File: src/rtl/adc_spi_cfg.sv
// adc_spi_cfg: power-up configuration sequencer for an ADC with a 3-wire
// SPI port (shared SDIO). It waits PWRUP_CYC cycles after reset, writes a
// fixed four-entry init table, then serves single host register writes.
//
// Optional build macro ADC_SPI_READBACK_EN: after the two data-bearing
// table writes (0x014, 0x00D), a read frame to the same address is issued.
// The returned byte is compared and any mismatch sets the sticky cfg_err.
// Without the macro, cfg_err is tied low and adc_sdio_i is ignored.
//
// Ports
//   clk_200m     sole clock
//   rst_n        async active-low reset; deassertion synchronised internally
//   wr_req       host frame request, held until wr_ack
//   wr_addr      13-bit ADC register address
//   wr_data      8-bit register write data
//   wr_ack       one-cycle accept pulse (only from IDLE, i.e. after init)
//   init_done    sticky, set on first entry into IDLE
//   busy         high whenever not in IDLE
//   cfg_err      sticky readback mismatch flag
//   adc_csb      chip select, active low
//   adc_sclk     SPI clock, idle low, half-period = CLK_DIV cycles
//   adc_sdio_o   serial data out, MSB first, changes after SCLK falls
//   adc_sdio_oe  SDIO drive enable (low = released)
//   adc_sdio_i   serial data in from the pad
module adc_spi_cfg #(
    parameter int CLK_DIV   = 4,
    parameter int PWRUP_CYC = 20000,
    parameter int GAP_CYC   = 8
) (
    input  logic        clk_200m,
    input  logic        rst_n,
    input  logic        wr_req,
    input  logic [12:0] wr_addr,
    input  logic [7:0]  wr_data,
    output logic        wr_ack,
    output logic        init_done,
    output logic        busy,
    output logic        cfg_err,
    output logic        adc_csb,
    output logic        adc_sclk,
    output logic        adc_sdio_o,
    output logic        adc_sdio_oe,
    input  logic        adc_sdio_i
);

`ifdef ADC_SPI_READBACK_EN
    localparam bit READBACK = 1'b1;
`else
    localparam bit READBACK = 1'b0;
`endif

    typedef enum logic [2:0] {PWRUP, LOAD, CS_SETUP, SHIFT, CS_HOLD, GAP, IDLE} state_t;

    // Reset asserts immediately, releases two clocks after rst_n rises.
    logic [1:0] rst_sync;
    logic       rst_int_n;

    always_ff @(posedge clk_200m or negedge rst_n) begin
        if (!rst_n) rst_sync <= 2'b00;
        else        rst_sync <= {rst_sync[0], 1'b1};
    end
    assign rst_int_n = rst_sync[1];

    state_t      state;
    logic [23:0] cnt;       // power-up and gap timer
    logic [7:0]  hc;        // SCLK half-period timer
    logic [4:0]  bit_cnt;   // SCLK rising edges seen in this frame
    logic [1:0]  idx;       // init table index
    logic        rd_phase;  // current table entry is in its readback frame
    logic        frame_rd;  // frame in flight is a read
    logic [23:0] shreg;
    logic [12:0] h_addr;
    logic [7:0]  h_data;

    function automatic logic [20:0] init_entry(input logic [1:0] i);
        case (i)
            2'd0:    return {13'h000, 8'h3C};  // soft reset
            2'd1:    return {13'h014, 8'h01};  // twos-complement output
            2'd2:    return {13'h00D, 8'h00};  // test pattern off
            default: return {13'h0FF, 8'h01};  // transfer
        endcase
    endfunction

    logic [20:0] tbl;
    logic        ld_rw;
    logic [12:0] ld_addr;
    logic [7:0]  ld_data;
    logic [23:0] frame;

    // Once init is done every frame is a host write; before that the
    // table entry (or its readback) is sent.
    always_comb begin
        tbl     = init_entry(idx);
        ld_rw   = 1'b0;
        ld_addr = h_addr;
        ld_data = h_data;
        if (!init_done) begin
            ld_rw   = rd_phase;
            ld_addr = tbl[20:8];
            ld_data = rd_phase ? 8'h00 : tbl[7:0];
        end
        frame = {ld_rw, 2'b00, ld_addr, ld_data};
    end

`ifdef ADC_SPI_READBACK_EN
    logic [7:0] rx;
    logic       cfg_err_q;
    assign cfg_err = cfg_err_q;
`else
    logic unused_sdio_i;
    assign unused_sdio_i = adc_sdio_i;
    assign cfg_err       = 1'b0;
`endif

    always_ff @(posedge clk_200m or negedge rst_int_n) begin
        if (!rst_int_n) begin
            state       <= PWRUP;
            cnt         <= '0;
            hc          <= '0;
            bit_cnt     <= '0;
            idx         <= '0;
            rd_phase    <= 1'b0;
            frame_rd    <= 1'b0;
            shreg       <= '0;
            h_addr      <= '0;
            h_data      <= '0;
            wr_ack      <= 1'b0;
            init_done   <= 1'b0;
            busy        <= 1'b1;
            adc_csb     <= 1'b1;
            adc_sclk    <= 1'b0;
            adc_sdio_o  <= 1'b0;
            adc_sdio_oe <= 1'b0;
`ifdef ADC_SPI_READBACK_EN
            rx          <= '0;
            cfg_err_q   <= 1'b0;
`endif
        end else begin
            wr_ack <= 1'b0;
            case (state)
                PWRUP: begin
                    if (cnt == 24'(PWRUP_CYC - 1)) begin
                        cnt      <= '0;
                        idx      <= '0;
                        rd_phase <= 1'b0;
                        state    <= LOAD;
                    end else begin
                        cnt <= cnt + 24'd1;
                    end
                end
                LOAD: begin
                    shreg       <= frame;
                    adc_sdio_o  <= frame[23];
                    adc_csb     <= 1'b0;
                    adc_sdio_oe <= 1'b1;
                    frame_rd    <= ld_rw;
                    hc          <= '0;
                    state       <= CS_SETUP;
                end
                CS_SETUP: begin
                    // End of setup is the first SCLK rising edge.
                    if (hc == 8'(CLK_DIV - 1)) begin
                        hc       <= '0;
                        adc_sclk <= 1'b1;
                        bit_cnt  <= 5'd1;
                        state    <= SHIFT;
                    end else begin
                        hc <= hc + 8'd1;
                    end
                end
                SHIFT: begin
                    if (hc == 8'(CLK_DIV - 1)) begin
                        hc <= '0;
                        if (adc_sclk) begin
                            adc_sclk <= 1'b0;
                            if (bit_cnt == 5'd24) begin
                                state <= CS_HOLD;
`ifdef ADC_SPI_READBACK_EN
                                if (frame_rd && rx != tbl[7:0]) cfg_err_q <= 1'b1;
`endif
                            end else begin
                                shreg      <= {shreg[22:0], 1'b0};
                                adc_sdio_o <= shreg[22];
                                // Turn the bus around once address is out.
                                if (frame_rd && bit_cnt == 5'd16) adc_sdio_oe <= 1'b0;
                            end
                        end else begin
                            adc_sclk <= 1'b1;
                            bit_cnt  <= bit_cnt + 5'd1;
`ifdef ADC_SPI_READBACK_EN
                            if (frame_rd && bit_cnt >= 5'd16) rx <= {rx[6:0], adc_sdio_i};
`endif
                        end
                    end else begin
                        hc <= hc + 8'd1;
                    end
                end
                CS_HOLD: begin
                    if (hc == 8'(CLK_DIV - 1)) begin
                        hc          <= '0;
                        adc_csb     <= 1'b1;
                        adc_sdio_oe <= 1'b0;
                        adc_sdio_o  <= 1'b0;
                        cnt         <= '0;
                        state       <= GAP;
                    end else begin
                        hc <= hc + 8'd1;
                    end
                end
                GAP: begin
                    if (cnt == 24'(GAP_CYC - 1)) begin
                        cnt <= '0;
                        if (init_done) begin
                            state <= IDLE;
                            busy  <= 1'b0;
                        end else if (READBACK && !rd_phase && (idx == 2'd1 || idx == 2'd2)) begin
                            rd_phase <= 1'b1;
                            state    <= LOAD;
                        end else if (idx == 2'd3) begin
                            rd_phase  <= 1'b0;
                            state     <= IDLE;
                            busy      <= 1'b0;
                            init_done <= 1'b1;
                        end else begin
                            rd_phase <= 1'b0;
                            idx      <= idx + 2'd1;
                            state    <= LOAD;
                        end
                    end else begin
                        cnt <= cnt + 24'd1;
                    end
                end
                IDLE: begin
                    if (wr_req) begin
                        wr_ack <= 1'b1;
                        h_addr <= wr_addr;
                        h_data <= wr_data;
                        busy   <= 1'b1;
                        state  <= LOAD;
                    end
                end
                default: state <= PWRUP;
            endcase
        end
    end

endmodule

File: config.mk
export PLATFORM = sky130hd
export DESIGN_NAME = adc_spi_cfg
export DESIGN_NICKNAME = d
export VERILOG_FILES = /design/src/rtl/adc_spi_cfg.sv
export SDC_FILE = /design/constraint.sdc
export NUM_CORES = 1
export LEC_CHECK = 0
export ABC_AREA = 1
export CAP_MARGIN = 20
export CORE_UTILIZATION = 47
export CTS_BUF_LIST = sky130_fd_sc_hd__clkbuf_4
export CTS_CLUSTER_SIZE = 24
export DETAILED_ROUTE_END_ITERATION = 10
export PLACE_DENSITY_LB_ADDON = 0.08
export SLEW_MARGIN = 20
export SYNTH_ARGS = -nofsm -noshare
export SYNTH_HDL_FRONTEND = slang
export SYNTH_SLANG_ARGS = --single-unit
File: constraint.sdc
create_clock -name clk_200m -period 3.2 [get_ports clk_200m]
set_input_delay 0.48 -clock clk_200m [delete_from_list [all_inputs] [get_ports clk_200m]]
set_output_delay 0.48 -clock clk_200m [all_outputs]
set_load 0.01 [all_outputs]
==> impl_metrics.tcl <==
set metrics [dict create \
    outcome "completed" \
    hold_buffers 0 \
    reg2reg_depth 7 \
    critPathLaunch "init_done" \
    worstPathArrival_ns 1.99 \
    critPathMaxFanout 23 \
    drive_gt1_share_pct 6.878 \
    drt-pass1-iter-count 5 \
    gp_congestion 0.8314 \
    grt_max_degree 82 \
    synth_top_area_share_pct 43.81 \
    antenna_found_initial 0 \
    tns_ns 0 \
    leakage_nw 2.962 \
    rows 38 \
    placement.io_buffers 30 \
    fin_nets 784 \
    routedWlPerCell_um 12.57 \
    syn_nets 764 \
    cp_num_buf_inv 1 \
    synth_cell_types 39 \
    cts.clk_slew.worst_paths_ns 0.15 \
    final-setup-viol-count 0 \
    root_buffer "clkbuf_4" \
    start_util_pct 48.58 \
    crit_family "flip-flops" \
    synth_flop_cell "dfrtp_1" \
    grt_pass1_vias 4224 \
    timing.final.ws_setup_ns 0.7251 \
    timing.final.crit_share_pct 77.34 \
    final_common_cell "nand2_1" \
    htreeDepth 3 \
    die-area_mm2 0.01173 \
    min_period_ns 2.475 \
    syn2layout_area_growth_pct 9.303 \
    fp.dieW_um 108.3 \
    crit_cells 1 \
    track_usage_pct 21.22 \
    fin_worst_skew_ns 0.02353 \
    criticalPathCategory "register to output port" \
    syn_inst 731 \
    peakVddDrop_uv 272.7 \
    yosysTopAreaCell "dfrtp_1" \
    antenna_cells 0 \
    cpMaxStageDelayCell "dfrtp_1" \
    yosysSeqAreaShare_pct 44.80 \
    cts_tree "built" \
    startpoint_type "register" \
    multi_input_area_mm2 0.002452 \
    path_cells "clkdlybuf4s50_1" \
    finalHoldViolations 0 \
    grt_pass1_wl_mm 19.60 \
    cts_buffers 9 \
    synth_edf_count 0 \
    syn_area_per_cell_um2 7.268 \
    dp_hpwl_mm 7.959 \
    routed_wl_mm 11.27 \
    cts_sinks 95 \
    synth_area_mm2 0.005313 \
    synth_warnings 0 \
    final_cell_mix "nand2_1, dfrtp_1, inv_1" \
    relSlewSlack_pct 48.76 \
    dp_slack_ns 0.8550 \
    seqCellArea_mm2 0.002384 \
    drv_slew 0 \
    endpoint_kind "output port" \
    drc_errors 0 \
    r2r_slack_ns 0.80 \
    hold_class "register to async pin" \
    critPathMaxStageDelay_ns 0.85 \
    overflow 0 \
    async_reset_ff_share_pct 100.0 \
    core_mm2 0.01094 \
    die_h_um 108.3 \
    synth.area.top_cells "dfrtp_1, nand2_1, nand3_1, inv_1, nor2_1" \
    insertion_delay_ns 0.46 \
    ys_ff_latch 95 \
    drtIter0Drc 289 \
    viasPerCell 5.016 \
    fill_cells 1104 \
    r2r-end "shreg[6]" \
    cts_resized 0 \
    timing.fmax_ghz 0.4041 \
    worstMarginPinSlew_ns 0.7668 \
    vias 4494 \
    crit-reg2reg-launch "state[2]" \
    ctsLongestPathBuffers 2 \
    post_cts_buffers 0 \
    antenna_left 0 \
    rsz0062_at_grt "no" \
    required_ns 2.72 \
    cellPowerDensity_mw_per_mm2 333.6 \
    maxCapViolCount 0 \
    ios 33 \
]
-- routing by layer --
metal	up-vias	share of wire (%)	track usage, %
met5	-	0	0
met4	0	1.0	7.625
met3	8	3.9	3.436
met2	89	42	31.12
met1	2063	53	31.48
li1	2334	-	-
-- power by group --
part | total (W) | internal [W] | leakage (nW) | switching (W)
clock | 0.000681 | 0.000270 | 0.0781 | 0.000412
combinational | 0.0000501 | 0.0000267 | 1.61 | 0.0000233
sequential | 0.00121 | 0.00120 | 1.27 | 0.00000361
-- cell type report --
class	count	share of cell area, %
Timing Repair Buffer	33	5.775
Clock buffer	12	1.551
Sequential cell	95	41.05
Clock inverter	4	0.9481
Inverter	84	5.430
Multi-Input combinational cell	528	42.23
Tap cell	140	3.017
-- logic make-up after synthesis --
| kind of cell | after synthesis | synth area share [%] |
|---|---|---|
| other | 2 | 0.1414 |
| AND/OR/NAND/NOR | 443 | 35.33 |
| buffers and inverters | 108 | 9.044 |
| flip-flops | 95 | 44.80 |
| adder cells (fa/ha/maj) | 8 | 1.884 |
| AO/OA/AOI/OAI | 65 | 7.160 |
| XOR/XNOR | 10 | 1.649 |
-- flip-flops by register name, summed over array words and instances, names as in the netlist --
| signal | cells |
|---|---|
| init_done | 1 |
| busy | 1 |
| adc_sdio_oe | 1 |
| adc_sdio_o | 1 |
| wr_ack | 1 |
| adc_sclk | 1 |
| state | 3 |
| h_addr | 13 |
| cnt | 24 |
| idx | 2 |
| shreg | 23 |
| rst_sync | 2 |
| h_data | 8 |
| bit_cnt | 5 |
| adc_csb | 1 |
| hc | 8 |
-- synthesized netlist by cell type (all sizes together), types with 2 or more instances --
cell / instances
nand4: 11
xor2: 9
ha: 8
or2: 2
o21ai: 42
dfstp: 2
nand3: 62
o211ai: 4
dfrtp: 93
nor3: 7
o2111ai: 4
nand2: 280
a21oi: 5
conb: 2
a31oi: 4
nand3b: 6
inv: 84
clkbuf: 5
nor2: 74
o22ai: 4
buf: 19
-- worst max-delay path by stage --
stage and endpoint:
2_1_floorplan adc_sclk, 3_3_place_gp shreg[18], 3_5_place_dp shreg[7], 4_1_cts init_done, 5_1_grt shreg[19], 6_report init_done
-- worst register-to-register path, delay by kind of cell (launching register included) --
family	cells	cell delay, ns
compound gates	2	0.78
flops	1	0.59
simple gates	3	0.55
buf+inv	2	0.36
-- per-stage QoR --
stage / hold slack, ns / total power [W] / area, µm² / cells / utilization, %
after floorplan: 0.1844 / 0.001243 / 5313 / 731 / -
after global placement: 0.1772 / 0.001282 / 5662 / 880 / 51.77
after detailed placement: 0.1772 / 0.001281 / 5662 / 880 / 51.77
after CTS: 0.1388 / 0.001972 / 5807 / 896 / 53.10
after global routing: 0.1431 / 0.002021 / 5807 / 896 / 53.10
final: 0.1717 / 0.001937 / 5807 / 896 / 53.10
Power figures use the tool's default switching activity.
==> patch 1: new RTL, same settings <==
Make the reset (`rst_int_n` and `rst_n`) synchronous in 2 clocked blocks. Comments in the files are not updated.
--- a/src/rtl/adc_spi_cfg.sv
+++ b/src/rtl/adc_spi_cfg.sv
@@ -57,3 +57,3 @@
 
-    always_ff @(posedge clk_200m or negedge rst_n) begin
+    always_ff @(posedge clk_200m) begin
         if (!rst_n) rst_sync <= 2'b00;
@@ -114,3 +114,3 @@
 
-    always_ff @(posedge clk_200m or negedge rst_int_n) begin
+    always_ff @(posedge clk_200m) begin
         if (!rst_int_n) begin
Formal check against the unedited RTL: no difference found for any inputs over 10 cycles, from zero or initial values and one cycle with rst_n low; that may be too few to reach the edited logic, so the function may still have changed.
==> patch 1 against the original RTL <==
Sequential cell count unchanged; area after synthesis down 6.5%; worst setup slack better by 0.45 ns; die area down 6.4%; routed wire length down 2.1%; register-to-register slack better by 0.37 ns; final area down 6.2%; hold slack better by 0.27 ns; total power down 4.7%; largest cell class unchanged; largest power group unchanged; highest routed layer unchanged.
==> patch 1: results (changes against the original RTL) <==
{| class="wikitable"
! Metric !! Value
|-
| Flop2flop setup slack || 1.17 ns (was 0.80 ns)
|-
| Proportion of power drawn by flip-flops and latches || 64.5% (was 62.3%)
|-
| Total leakage power || 1.99 nW (was 2.96 nW)
|-
| Skew-Pair Late Insertion Delay || 0.49 ns (was 0.46 ns)
|-
| Global-route wire length before repair || 18900 um (was 19600 um)
|-
| Routed length per placed instance || 12.3 um (was 12.6 um)
|-
| Share of final-layout standard cells stronger than drive strength 1 || 7.92% (was 6.88%)
|-
| Drt first-iter violations || 223 (was 289)
|-
| Result of the run || completed (unchanged)
|-
| Count of cell types in the netlist || 38 (was 39)
|-
| Last weighted congestion value of the routability-driven placer || 0.862 (was 0.831)
|-
| Proportion of synthesized chip area in sequential cells || 38.3% (was 44.8%)
|-
| Final Power || 1.85 mW (was 1.94 mW)
|-
| M1 WL || 5480 um (was 5940 um)
|-
| Fin nets || 787 (was 784)
|-
| Switching share of power || 25.1% (was 22.6%)
|-
| Layout fillers || 1044 (was 1104)
|-
| R2R cell count || 10 (was 7)
|-
| Critical Path Sink || adc_sdio_o (was init_done)
|-
| Met3 wire length || 423 um (was 444 um)
|-
| Number of placed cells counting well taps || 878 (was 880)
|-
| Data arrival time of the critical path || 2.44 ns (was 1.99 ns)
|-
| Largest net degree at the start of global routing || 31 (was 82)
|-
| Dominant cells by area after synthesis || sky130_fd_sc_hd__dfxtp_1, sky130_fd_sc_hd__nand2_1, sky130_fd_sc_hd__nor2_1 (was sky130_fd_sc_hd__dfrtp_1, sky130_fd_sc_hd__nand2_1, sky130_fd_sc_hd__nand3_1)
|-
| Slowest Stage Delay on Critical Path || 0.40 ns (was 0.85 ns)
|-
| Logic power comb || 0.0655 mW (was 0.0501 mW)
|-
| Source of the worst register-to-register timing path || hc[0] (was state[2])
|-
| Total met2 wirelength after detailed routing || 4920 um (was 4770 um)
|-
| Library cell contributing the largest single delay on the critical path || sky130_fd_sc_hd__dfxtp_1 (was sky130_fd_sc_hd__dfrtp_1)
|-
| Maximum fanout encountered on the critical timing path || 6 (was 23)
|-
| Global-route track usage on met1 || 28.5% (was 31.5%)
|}
patch 1: area by class of cell:
| type | instances | area (sq um) | share of cell area (%) |
|---|---|---|---|
| Multi-Input combinational cell | 524 | 2580 | 47.5 |
| Sequential cell | 95 | 1900 | 34.9 |
| Timing Repair Buffer | 35 | 338 | 6.20 |
| Inverter | 88 | 333 | 6.11 |
| Tap cell | 136 | 170 | 3.12 |
| Clock buffer | 9 | 67.6 | 1.24 |
| Clock inverter | 7 | 47.5 | 0.873 |
| Antenna cell | 1 | 2.50 | 0.0460 |
patch 1: metrics by stage:
step	cell area (sq um)	setup WS [ns]
after floorplan	4970	1.57
after global placement	5330	0.881
after detailed placement	5330	0.844
after CTS	5440	1.16
after global routing	5450	0.923
final	5450	1.17
patch 1: cells by family after synthesis:
family | after synthesis
simple gates | 362
buf+inv | 114
fa+ha+maj | 9
compound gates | 140
xor+xnor | 12
flops | 95
other cells | 1
==> patch 2: new RTL, same settings <==
Made on the original files. The option `ADC_SPI_READBACK_EN` is turned on by a define.
--- a/src/rtl/adc_spi_cfg.sv
+++ b/src/rtl/adc_spi_cfg.sv
@@ -24,2 +24,4 @@
 //   adc_sdio_i   serial data in from the pad
+`define ADC_SPI_READBACK_EN
+
 module adc_spi_cfg #(
Function: same outputs for any inputs over 10 cycles, from zero or initial values and one cycle with rst_n low; that may be too few to reach the edited logic, so the function may still have changed.
==> patch 2 against the original RTL <==
Die area rose by 11%; count of clock-buffer cells in the layout shrank 3; sequential cell count grew 11; worst setup slack better by 0.049 ns; routed wire length up 18%; core utilization increased by 0.078 points; total power increased by 10%; non-clock buffer count rose by 1; area after synthesis up 12%; final area up 11%; clock skew decreased by 0.0052 ns.
==> patch 2: results (changes against the original RTL) <==
{| class="wikitable"
! Metric !! Value
|-
| Result of the run || completed (unchanged)
|-
| Data arrival time of the critical path || 1.95 ns (was 1.99 ns)
|-
| Total via count after detailed routing || 4979 (was 4494)
|-
| Sequential fraction of total cell area || 41.1% (was 41.0%)
|-
| Layout fillers || 1163 (was 1104)
|-
| Mapped cell area || 5920 sq um (was 5310 sq um)
|-
| Total Routing Usage GR || 22.3% (was 21.2%)
|-
| Skew-Pair Late Insertion Delay || 0.49 ns (was 0.46 ns)
|-
| Power density over cell area || 330 nW/um^2 (was 334 nW/um^2)
|-
| Largest net degree at the start of global routing || 62 (was 82)
|-
| Global-route wire length before repair || 22700 um (was 19600 um)
|-
| Proportion of power drawn by flip-flops and latches || 63.7% (was 62.3%)
|-
| Post-Syn Instances || 797 (was 731)
|-
| Slowest Stage Delay on Critical Path || 0.81 ns (was 0.85 ns)
|-
| Peak supply drop || 0.287 mV (was 0.273 mV)
|-
| Port Buffer Count || 32 (was 30)
|-
| Proportion of synthesized chip area in sequential cells || 44.8% (about the same)
|-
| Fin nets || 851 (was 784)
|-
| Share of final-layout standard cells stronger than drive strength 1 || 7.54% (was 6.88%)
|-
| Drt first-iter violations || 384 (was 289)
|-
| Non-clock buffer area fraction after layout || 5.38% (was 5.77%)
|-
| Internal power of the cells || 1.61 mW (was 1.50 mW)
|-
| Number of placed cells counting well taps || 974 (was 880)
|-
| Nets in the synthesized netlist || 831 (was 764)
|-
| Post-synthesis share of cell area spent on full adders, half adders and majority gates || 1.90% (was 1.88%)
|-
| Placement-stage worst setup slack || 0.946 ns (was 0.855 ns)
|-
| Last weighted congestion value of the routability-driven placer || 0.868 (was 0.831)
|-
| Placed inst area || 6320 sq um (was 5660 sq um)
|}
==> patch 2: changes by cell type after synthesis, moves of 11 or more <==
cell / unedited run / this run
sky130_fd_sc_hd__dfrtp_1: 93 / 104
sky130_fd_sc_hd__nand2_1: 275 / 232
sky130_fd_sc_hd__inv_1: 73 / 98
sky130_fd_sc_hd__nor2_1: 68 / 88
sky130_fd_sc_hd__o21ai_0: 33 / 71
==> patch 2: worst paths after layout <==
path	end	slack, ns
setup / recovery	init_done	0.77
hold / removal	rst_sync[1]	0.13
setup reg to reg	shreg[2]	1.01
hold reg to reg	rst_sync[1]	0.39
max in group asynchronous	busy	2.00
min in group clk_200m	rst_sync[1]	0.39
==> patch 2: routing by layer <==
layer  vias up  track usage, %  wire length, um
li1       2570               -                -
met5         -               0                0
met3        21            5.35              482
met4         0            7.97              276
met1      2295            29.6             6360
met2        93            35.4             6160
